$ cat src/rtl/input_conditioner.sv
// Per-bit input conditioner: 2-flop synchroniser, debounce, edge pulses, toggle latch.
// Optional rise-event counter on bit 0 is enabled by defining INPUT_COND_EVENT_CNT_EN.
module input_conditioner #(
  parameter int WIDTH           = 4,
  parameter int DEBOUNCE_CYCLES = 4,
  parameter int CNT_W           = $clog2(DEBOUNCE_CYCLES + 1)
) (
  input  logic             clk,
  input  logic             rst_n,
  input  logic             ena,
  input  logic [WIDTH-1:0] raw_in,
  output logic [WIDTH-1:0] level_out,
  output logic [WIDTH-1:0] rise_pulse,
  output logic [WIDTH-1:0] fall_pulse,
  output logic [WIDTH-1:0] toggle_out,
  output logic             stable,
  output logic [7:0]       event_count
);

  localparam logic [CNT_W-1:0] CNT_MAX = CNT_W'(DEBOUNCE_CYCLES - 1);

  logic [WIDTH-1:0]            s1_d, s1_q;
  logic [WIDTH-1:0]            s2_d, s2_q;
  logic [WIDTH-1:0][CNT_W-1:0] cnt_d, cnt_q;
  logic [WIDTH-1:0]            level_d, level_q;
  logic [WIDTH-1:0]            rise_d, rise_q;
  logic [WIDTH-1:0]            fall_d, fall_q;
  logic [WIDTH-1:0]            toggle_d, toggle_q;

  // Next-state for synchroniser and per-bit debounce; the synchroniser ignores ena.
  always_comb begin
    s1_d     = raw_in;
    s2_d     = s1_q;
    cnt_d    = cnt_q;
    level_d  = level_q;
    toggle_d = toggle_q;
    rise_d   = '0;
    fall_d   = '0;
    if (ena) begin
      for (int i = 0; i < WIDTH; i++) begin
        if (s2_q[i] == level_q[i]) begin
          cnt_d[i] = '0;
        end else if (cnt_q[i] == CNT_MAX) begin
          level_d[i]  = s2_q[i];
          cnt_d[i]    = '0;
          rise_d[i]   = s2_q[i];
          fall_d[i]   = ~s2_q[i];
          toggle_d[i] = toggle_q[i] ^ s2_q[i];
        end else begin
          cnt_d[i] = cnt_q[i] + CNT_W'(1);
        end
      end
    end else begin
      cnt_d    = cnt_q;
      level_d  = level_q;
      toggle_d = toggle_q;
    end
  end

  // State registers with synchronous active-low reset.
  always_ff @(posedge clk) begin
    if (!rst_n) begin
      s1_q     <= '0;
      s2_q     <= '0;
      cnt_q    <= '0;
      level_q  <= '0;
      rise_q   <= '0;
      fall_q   <= '0;
      toggle_q <= '0;
    end else begin
      s1_q     <= s1_d;
      s2_q     <= s2_d;
      cnt_q    <= cnt_d;
      level_q  <= level_d;
      rise_q   <= rise_d;
      fall_q   <= fall_d;
      toggle_q <= toggle_d;
    end
  end

  assign level_out  = level_q;
  assign rise_pulse = rise_q;
  assign fall_pulse = fall_q;
  assign toggle_out = toggle_q;
  assign stable     = ~|cnt_q;

`ifdef INPUT_COND_EVENT_CNT_EN
  logic [7:0] event_d, event_q;

  // Counts bit-0 rises on the same edge that raises rise_pulse[0]; wraps naturally.
  always_comb begin
    if (rise_d[0]) begin
      event_d = event_q + 8'd1;
    end else begin
      event_d = event_q;
    end
  end

  // Event counter register.
  always_ff @(posedge clk) begin
    if (!rst_n) begin
      event_q <= 8'h00;
    end else begin
      event_q <= event_d;
    end
  end

  assign event_count = event_q;
`else
  assign event_count = 8'h00;
`endif

endmodule

$ cat config.mk
export PLATFORM = sky130hd
export DESIGN_NAME = input_conditioner
export DESIGN_NICKNAME = d
export VERILOG_FILES = /design/src/rtl/input_conditioner.sv
export SDC_FILE = /design/constraint.sdc
export NUM_CORES = 1
export LEC_CHECK = 0
export BUFFER_PORTS_ARGS = -buffer_cell sky130_fd_sc_hd__buf_4
export CORE_MARGIN = 1.5
export CORE_UTILIZATION = 50
export CTS_CLUSTER_DIAMETER = 80
export CTS_CLUSTER_SIZE = 25
export DETAILED_ROUTE_END_ITERATION = 10
export HOLD_SLACK_MARGIN = 0.02
export PLACE_DENSITY = 0.8
export SYNTH_ARGS = -nofsm -noshare
export SYNTH_HDL_FRONTEND = slang
export SYNTH_SLANG_ARGS = --single-unit
export TNS_END_PERCENT = 100
$ cat constraint.sdc
create_clock -name clk -period 2.7 [get_ports clk]
set_input_delay 0.135 -clock clk [delete_from_list [all_inputs] [get_ports clk]]
set_output_delay 0.135 -clock clk [all_outputs]
set_load 0.02 [all_outputs]
==> metrics.md, run 1 <==
| Metric | Value |
|---|---|
| CTS max path bufs | `2` |
| Pwr dens | `~500 nW/um^2` |
| Port bufs | `23` |
| Top post-synthesis cells by area | `dfxtp_1, nand2b_1, ha_1, buf_4, nand3b_1` |
| Vias | `approximately 1100` |
| Area growth syn-to-layout | `16.38%` |
| Post-Syn Instances | `155` |
| CTS tree | `yes` |
| Nets | `just under 200` |
| Final WL | `2.518 mm` |
| Failing checks | `DRC` |
| Rows | `19` |
| Max-slew violations | `0` |
| Post-synth ARST share | `0%` |
| Die height | `a little under 60 um` |
| First-pass GRT wire length | `~4.3 mm` |
| Critical path origin | `cnt_q[9]` |
| Total of warnings raised by yosys | `0` |
| HP Class | `input port to register` |
| Lkg Pwr | `between 0.7 and 0.8 nW` |
| Antenna violations before repair | `0` |
| Sequential fraction of the synthesis area | `47.17%` |
| Grt total ovfl | `0` |
| WL per Instance | `11.71 um` |
| Arr. time, crit path | `1390 ps` |
| Clk root buf | `clkbuf_4` |
| Largest net degree at the start of global routing | `36` |
| Layout cells sized above 1 | `16.85%` |
| Crit path required time | `2570 ps` |
| H-Tree Depth | `2` |
| RSZ-0062 raised after global routing | `no` |
| Die W | `between 50 and 60 um` |
| GRT Total Usage | `about 17%` |
| Clk sinks | `36` |
| HPWL after DPL | `roughly 1.8 mm` |
| Fin. Hold Viols | `0` |
| Die area | `3396 um^2` |
| Clk_lat worst skew | `between 300 and 400 ps` |
| Top FF cell, synth | `dfxtp_1` |
| Crit path time final | `1524 ps` |
| Status | `finished with violations` |
| CP Class | `register to output pin` |
| Min-delay src | `ena` |
| DRT iter0 DRCs | `23` |
| GP Congestion | `0.7163` |
| DRC errors left | `3` |
| Core ar. | `2829 um^2` |
| Netlist cell types | `26` |
| Tcrit/Tclk final | `56.43%` |
| Num ports | `32` |
| Synth Cell Area | `about 1500 um^2` |
| Overall Power | `between 0.8 and 0.9 mW` |
| CP Max Fanout | `4` |
| Clock Pin Slew Worst Setup and Hold Paths | `~100 ps` |
| Via/cell ratio | `5.274` |
| Count leader, synth | `dfxtp_1` |
| DRT Pass-1 Iters | `7` |
| CTS Buf Count | `5` |
| Clock Skew | `roughly 2 ps` |
| Vias in the first global route | `about 1000` |
| Worst ir drop on vdd | `453.6 uV` |
| Mapped Avg Cell Area | `between 9 and 10 um^2` |
| Post-synth EDFFs | `0` |
| Setup TNS | `0 ps` |
| Crit end category | `output pin` |
| Final Setup Violations | `0` |
| FF-to-FF Start | `cnt_q[3]` |
| Diode count | `0` |
| Max_cap viols | `0` |
| Setup crit start kind | `register` |
| Register bit total from synthesis | `36` |
| Fmax | `around 660 MHz` |
| ANT nets after route | `0` |
| Post-synth top area share | `a little under half` |
| Initial Util | `a little over half` |
| Top post-synthesis cells by count | `dfxtp_1, nand2b_1, nand2_1, o21ai_0` |
| Synth area leader | `dfxtp_1` |
==> cells in the final DEF (no fill, tap or decap) <==
cell type	synthesis	layout
a21boi_0	4	4
a21boi_1	2	2
a21oi_1	4	4
and2_1	8	8
and4_1	1	1
buf_4	8	23
clkbuf_1	4	2
clkbuf_4	0	5
clkbuf_8	0	1
conb_1	1	8
dfxtp_1	36	36
dlygate4sd3_1	0	4
ha_1	6	6
inv_1	4	4
mux2i_1	4	4
nand2_1	10	10
nand2b_1	15	15
nand3_1	4	4
nand3b_1	8	8
nand3b_4	2	2
nand4b_1	1	1
nor2b_1	4	4
nor3_1	4	4
nor4_1	2	2
nor4b_1	4	4
o21ai_0	10	10
or3_1	4	4
xor2_1	4	4
==> registers in the layout, summed over array words and instances (netlist names) <==
name        flops
toggle_out      4
fall_pulse      4
s1_q            4
rise_pulse      4
level_out       4
cnt_q          12
s2_q            4
==> cell families after synthesis <==
| group | Yosys count | synth area share [%] |
|---|---|---|
| buf+inv | 17 | 6.633 |
| other cells | 1 | 0.2455 |
| simple gates | 67 | 28.58 |
| fa+ha+maj | 6 | 4.914 |
| mux | 4 | 2.621 |
| flops | 36 | 47.17 |
| compound gates | 20 | 7.535 |
| xor+xnor | 4 | 2.293 |
==> metal layers <==
metal | GRT usage [%] | up-vias | share of wire, %
met1 | 16.95 | 523 | 43
met4 | 7.309 | 0 | 2.3
met5 | 0 | - | 0
li1 | - | 570 | -
met3 | 6.250 | 6 | 5.4
met2 | 30.02 | 35 | 49
==> final cells by class <==
class | instances | area (um^2)
Inverter | 4 | 15.01
Timing Repair Buffer | 27 | 212.7
Fill cell | 247 | 1051
Multi-Input combinational cell | 109 | 732.0
Tap cell | 31 | 38.79
Clock buffer | 8 | 58.81
Sequential cell | 36 | 720.7
==> critical path, stage by stage (launching register included) <==
cell and delay (ps):
dfxtp_1 340, nor4_1 320, and4_1 250, buf_4 140
==> where the power goes <==
part / internal, mW / switching [mW]
clock: 0.129 / 0.167
sequential: 0.538 / 0.00478
combinational: 0.0229 / 0.0351
total: 0.689 / 0.207
==> through the flow <==
step | setup slack (ps) | hold slack [ps] | util, % | cell area, um^2 | instances
2_1_floorplan | 1562 | 262.3 | - | 1554 | 162
3_3_place_gp | 1522 | 343.1 | 59.35 | 1679 | 203
3_5_place_dp | 1445 | 347.3 | 59.35 | 1679 | 203
4_1_cts | 1171 | 146.4 | 62.85 | 1778 | 215
5_1_grt | 1058 | 159.0 | 62.85 | 1778 | 215
6_report | 1176 | 164.6 | 62.85 | 1778 | 215
==> worst paths after layout <==
check	endpoint	slack, ps	cells past startpoint
setup / recovery	stable	1180	3
hold / removal	cnt_q[5]	160	2
setup reg to reg	toggle_out[1]	1420	4
hold reg to reg	s2_q[0]	440	1
==> repair_timing <==
| action | CTS | global route |
|---|---|---|
| setup buffers | 0 | 0 |
| hold buffers | 4 | 0 |
| gates resized for setup | 0 | 0 |
| endpoints found under the hold margin | 4 | 0 |
(Power assumes the default switching activity.)
==> inputs of run 2 (changes only) <==
clock period = 1.5 ns   (was 2.7 ns; I/O delays follow)
==> run 2 against run 1 <==
Net effect: the run still ends with DRC left; first-iteration DRC count increased by 74%; worst hold slack got worse by 62 ps; via count shrank 3.3%; critical path type unchanged; largest power group unchanged.
==> metrics.md, run 2 (synthesis gave the netlist of run 1 again) <==
| Metric | Value |
|---|---|
| Status | `finished with violations (unchanged)` |
| Failing checks | `DRC (unchanged)` |
| Grt total ovfl | `0 (unchanged)` |
| DRT Pass-1 Iters | `8 (was 7)` |
| Clock Pin Slew Worst Setup and Hold Paths | `90 ps (was 100 ps)` |
| Commonest non-fill, non-tap cell in the layout | `dfxtp_1 (unchanged)` |
| Crit path time final | `between 1000 and 1500 ps` |
| Worst ir drop on vdd | `767.2 uV (was 453.6 uV)` |
| CTS Buf Count | `5 (unchanged)` |
| Num ports | `32 (unchanged)` |
| Final Setup Violations | `0 (unchanged)` |
| Rows | `19 (unchanged)` |
| First-pass GRT wire length | `4.174 mm (was 4.250 mm)` |
| R2R cell count | `4 (unchanged)` |
| Clk sinks | `36 (unchanged)` |
| GRT Total Usage | `16.54% (was 16.66%)` |
| HP Class | `input port to register (unchanged)` |
| Lkg Pwr | `0.7755 nW (was 0.7728 nW)` |
| Tcrit/Tclk final | `between 90% and 100%` |
| Pwr dens | `855.3 nW/um^2 (was 504.1 nW/um^2)` |
| Max_cap viols | `0 (unchanged)` |
| H-Tree Depth | `2 (unchanged)` |
| CP Max Fanout | `4 (unchanged)` |
| Final WL | `2.556 mm (was 2.518 mm)` |
| ANT nets after route | `0 (unchanged)` |
| Fmax | `between 700 and 800 MHz` |
| Die area | `3396 um^2 (unchanged)` |
| Min-delay src | `ena (unchanged)` |
| DRT iter0 DRCs | `40 (was 23)` |
| Fin Hold WS | `103.0 ps (was 164.6 ps)` |
| Clk_lat worst skew | `330 ps (about the same)` |
| End point of the critical path | `stable (unchanged)` |
| GP Congestion | `0.7342 (was 0.7163)` |
| Max reg flops | `12 (unchanged)` |
| Setup crit start kind | `register (unchanged)` |
| DRC errors left | `3 (unchanged)` |
| Diode count | `0 (unchanged)` |
| End of the worst register-to-register path | `toggle_out[3] (was toggle_out[1])` |
| CP Class | `register to output pin (unchanged)` |
| HPWL after DPL | `1.820 mm (was 1.791 mm)` |
| Largest Register | `cnt_q (unchanged)` |
| Clk root buf | `clkbuf_4 (unchanged)` |
| Overall Power | `1.523 mW (was 0.8963 mW)` |
| Area growth syn-to-layout | `16.54% (was 16.38%)` |
| CTS max path bufs | `2 (unchanged)` |
| Placed inst area | `1687 um^2 (was 1679 um^2)` |
| Hold-critical path depth | `2 (unchanged)` |
| WL per Instance | `12.00 um (was 11.71 um)` |
| Initial Util | `54.00% (unchanged)` |
| Vias in the first global route | `1030 (was 1042)` |
| Antenna violations before repair | `0 (unchanged)` |
| Fin. Hold Viols | `0 (unchanged)` |
| Max-slew violations | `0 (unchanged)` |
| Post-route cell area | `1780 um^2 (was 1778 um^2)` |
| Port bufs | `23 (unchanged)` |
| Arr. time, crit path | `1330 ps (was 1390 ps)` |
| Clock Skew | `0.6903 ps (was 1.995 ps)` |
| Core ar. | `2829 um^2 (unchanged)` |
| Vias | `1097 (was 1134)` |
| Via/cell ratio | `5.150 (was 5.274)` |
| RSZ-0062 raised after global routing | `no (unchanged)` |
| Die W | `58.28 um (unchanged)` |
| Crit end category | `output pin (unchanged)` |
| Layout cells sized above 1 | `18.13% (was 16.85%)` |
| Crit path required time | `1420 ps (was 2570 ps)` |
| R2r setup slk | `190 ps (was 1420 ps)` |
| FF-to-FF Start | `cnt_q[9] (was cnt_q[3])` |
| Largest net degree at the start of global routing | `35 (was 36)` |
| Setup TNS | `0 ps (unchanged)` |
| Commonest cells after routing, fill and taps aside | `dfxtp_1, buf_4, nand2b_1 (unchanged)` |
| Critical path origin | `cnt_q[11] (was cnt_q[9])` |
| Nets | `197 (was 196)` |
| Die height | `58.28 um (unchanged)` |
| CTS tree | `yes (unchanged)` |
| Layout fillers | `242 (was 247)` |
[run 2: cell types whose count changed in the layout (fill, tap and decap cells not counted)]
cell / change
dfxtp_1: -1
dfxtp_2: +1
clkbuf_1: -2
clkbuf_8: -1
buf_4: +1
nor4_1: -1
nor4_4: +1
[run 2: layout make-up]
class / count / area [um^2] / area share [%]
well taps: 31 / 38.79 / 2.178
repair buffers: 28 / 220.2 / 12.37
inverters: 4 / 15.01 / 0.8433
multi-input cells: 109 / 747.0 / 41.95
clock buffers: 5 / 37.54 / 2.108
flip-flops and latches: 36 / 721.9 / 40.55
[run 2: worst min path at each step]
stage,endpoint,slack [ps]
3_5_place_dp,s1_q[0],290
5_1_grt,cnt_q[8],90
4_1_cts,cnt_q[2],90
6_report,cnt_q[8],100
3_3_place_gp,s1_q[1],280
2_1_floorplan,s1_q[0],200
[run 2: where the power goes]
group	internal, mW	switching (mW)	total, mW
clock	0.156	0.282	0.439
combinational	0.0437	0.0634	0.107
sequential	0.968	0.00924	0.977
total	1.17	0.355	1.52
[run 2: stage by stage]
stage               utilization (%)  cells  setup WS (ps)
finish                        62.94    213          91.63
global route                  62.94    213          7.253
CTS                           62.36    213          49.96
detailed placement            59.62    204          256.0
global placement              59.62    204          322.1
floorplan                         -    162          362.3
[run 2: critical path: stages (launching register included)]
cell and delay, ps:
dfxtp_1 350, nor4_1 270, and4_1 240, buf_4 140
[run 2: repair_timing]
item | CTS | global route
setup endpoints to repair | 0 | 1
hold buffers | 4 | 0
setup buffers | 0 | 0
resized for setup | 0 | 3
hold endpoints to repair | 4 | 0
[run 2: metal layers]
layer  track usage, %  vias to the layer above  wire [um]
li1                 -                      567          -
met1            16.74                      492       1099
met2            28.89                       32       1271
met3            7.366                        6        144
met4            7.641                        0         41
met5                0                        -          0
==> inputs of run 3 (changes only) <==
PLACE_DENSITY = default   (was 0.8)
PLACE_DENSITY_LB_ADDON = 0.1   (was default)
SLEW_MARGIN = 10   (was default)
==> run 3 against run 2 <==
Net effect: the run still ends with DRC left; non-clock buffer count unchanged; cell count did not move; worst setup slack lost 4.3 ps; die area unchanged; clock-buffer cell count unchanged; register-to-register slack got worse by 20 ps; global-route usage rose by 0.95 points; critical path depth stayed put.
==> metrics.md, run 3 (synthesis gave the netlist of run 1 again) <==
| Metric | Value |
|---|---|
| Crit end category | `output pin (unchanged)` |
| Setup crit start kind | `register (unchanged)` |
| Antenna violations before repair | `0 (unchanged)` |
| Flop pwr share | `64.1% (was 64.2%)` |
| HPWL after DPL | `1.746 mm (was 1.820 mm)` |
| Overall Power | `1.524 mW (was 1.523 mW)` |
| Fmax | `707.9 MHz (was 710.0 MHz)` |
| Via/cell ratio | `5.216 (was 5.150)` |
| Levels on crit path | `3 (unchanged)` |
| CP Max Fanout | `4 (unchanged)` |
| Status | `finished with violations (unchanged)` |
| WL per Instance | `12.15 um (was 12.00 um)` |
| Logic pwr share | `7.1% (was 7.0%)` |
| Vias | `1111 (was 1097)` |
| Worst-path cell chain | `nor4_1 > and4_1 > buf_4 (unchanged)` |
| CP Class | `register to output pin (unchanged)` |
| Failing checks | `DRC (unchanged)` |
| Final Setup Violations | `0 (unchanged)` |
| # Post-CTS Setup Buffers | `0 (unchanged)` |
| Clk sinks | `36 (unchanged)` |
| Die W | `58.28 um (unchanged)` |
| Min-delay src | `ena (unchanged)` |
| End of the worst register-to-register path | `toggle_out[1] (was toggle_out[3])` |
| GP Congestion | `0.7077 (was 0.7342)` |
| First-pass GRT wire length | `4.381 mm (was 4.174 mm)` |
| Rows | `19 (unchanged)` |
| Max-slew violations | `0 (unchanged)` |
| Tcrit/Tclk final | `94.18% (was 93.89%)` |
| DRC errors left | `3 (unchanged)` |
| Arr. time, crit path | `1340 ps (was 1330 ps)` |
| Port bufs | `23 (unchanged)` |
| Commonest cells after routing, fill and taps aside | `dfxtp_1, buf_4, nand2b_1 (unchanged)` |
| DRT iter0 DRCs | `24 (was 40)` |
| Clk root buf | `clkbuf_4 (unchanged)` |
| Core ar. | `2829 um^2 (unchanged)` |
| Largest net degree at the start of global routing | `35 (unchanged)` |
| R2R cell count | `4 (unchanged)` |
| Largest Register | `cnt_q (unchanged)` |
| Hold-critical path depth | `2 (unchanged)` |
| Pwr dens | `855.3 nW/um^2 (about the same)` |
| RSZ-0062 raised after global routing | `no (unchanged)` |
| Sw Share | `23.34% (was 23.30%)` |
| H-Tree Depth | `2 (unchanged)` |
| Lkg Pwr | `0.7760 nW (was 0.7755 nW)` |
| Crit path required time | `1420 ps (about the same)` |
| CTS Buf Count | `5 (unchanged)` |
| Power share of the clock group | `28.8% (about the same)` |
| Die height | `58.28 um (unchanged)` |
| CTS tree | `yes (unchanged)` |
| Crit path time final | `1413 ps (was 1408 ps)` |
| Fin. Hold Viols | `0 (unchanged)` |
| Nets | `197 (unchanged)` |
| Dpl ws | `257.5 ps (was 256.0 ps)` |
| Final worst slack | `87.34 ps (was 91.63 ps)` |
| DRT Pass-1 Iters | `9 (was 8)` |
| CP peak stage delay | `350 ps (about the same)` |
| Layout fillers | `271 (was 242)` |
| Max_cap viols | `0 (unchanged)` |
| Commonest non-fill, non-tap cell in the layout | `dfxtp_1 (unchanged)` |
| ANT nets after route | `0 (unchanged)` |
| Largest delay share family, worst path | `simple AND/OR/NAND/NOR gates (unchanged)` |
| Clock Pin Slew Worst Setup and Hold Paths | `100 ps (was 90 ps)` |
| Worst Hold End | `cnt_q[2] (was cnt_q[8])` |
| CTS max path bufs | `2 (unchanged)` |
| Setup TNS | `0 ps (unchanged)` |
| Die area | `3396 um^2 (unchanged)` |
| GRT Total Usage | `17.50% (was 16.54%)` |
| Grt total ovfl | `0 (unchanged)` |
| Diode count | `0 (unchanged)` |
| Layout cells sized above 1 | `18.68% (was 18.13%)` |
| FF-to-FF Start | `cnt_q[3] (was cnt_q[9])` |
| HP Class | `input port to register (unchanged)` |
| Clock Skew | `3.587 ps (was 0.6903 ps)` |
| Psw | `0.3557 mW (was 0.3547 mW)` |
| Worst path buffer plus inverter count | `1 (unchanged)` |
| Worst ir drop on vdd | `578.5 uV (was 767.2 uV)` |
| Clk_lat worst skew | `330 ps (about the same)` |
| Final WL | `2.588 mm (was 2.556 mm)` |
| Initial Util | `54.00% (unchanged)` |
| Vias in the first global route | `1038 (was 1030)` |
| P_int | `1.168 mW (about the same)` |
| Area growth syn-to-layout | `16.63% (was 16.54%)` |
| R2r setup slk | `170 ps (was 190 ps)` |
| Max reg flops | `12 (unchanged)` |
| Num ports | `32 (unchanged)` |
| Slowest CP cell | `dfxtp_1 (unchanged)` |
## run 3: worst max path at each step
| stage | slack, ps | from | to |
|---|---|---|---|
| finish | 90 | cnt_q[11] | stable |
| global route | 6 | cnt_q[11] | stable |
| CTS | 10 | cnt_q[9] | stable |
| detailed placement | 260 | cnt_q[3] | toggle_out[1] |
| global placement | 320 | cnt_q[3] | toggle_out[1] |
| floorplan | 360 | cnt_q[3] | toggle_out[1] |
## run 3: worst register-to-register path, cell delays in order, from the launching register on
cell and delay, ps:
dfxtp_1 430, ha_1 210, nand3b_1 140, or3_1 320, a21boi_0 160
## run 3: final cells by class
cell class	count	area, um^2	area share (%)
tap	31	38.79	2.177
timing repair buffer	28	220.2	12.36
sequential	36	723.2	40.59
clock buffer	5	37.54	2.107
multi-input combinational	109	747.0	41.92
inverter	4	15.01	0.8427
## run 3: metal layers
layer  vias to the layer above  global-route usage [%]  routed length (um)
met3                         5                   6.696                 114
met5                         -                       0                   0
met4                         0                   6.977                  55
met2                        22                   30.18                1257
li1                        565                       -                   -
met1                       519                   19.19                1161
## run 3: through the flow
stage	utilization [%]	std cells	hold slack [ps]	instance area (um^2)
global route	62.98	213	92.27	1782
floorplan	-	162	202.3	1554
CTS	62.36	213	84.62	1764
finish	62.98	213	104.4	1782
global placement	59.62	204	282.1	1687
detailed placement	59.62	204	287.1	1687
## run 3: what timing repair did
item,CTS,global route
hold endpoints to repair,4,0
endpoints found under the setup margin,0,1
gates resized for setup,0,4
hold buffers,4,0
## run 3: power groups by stage
stage          Clock [mW]  Combinational, mW  Sequential (mW)
2_1_floorplan           0             0.0870            0.997
3_3_place_gp            0             0.0957            0.998
3_5_place_dp            0             0.0983            0.999
4_1_cts             0.465              0.107            0.977
5_1_grt             0.501              0.120            0.979
6_report            0.439              0.108            0.977
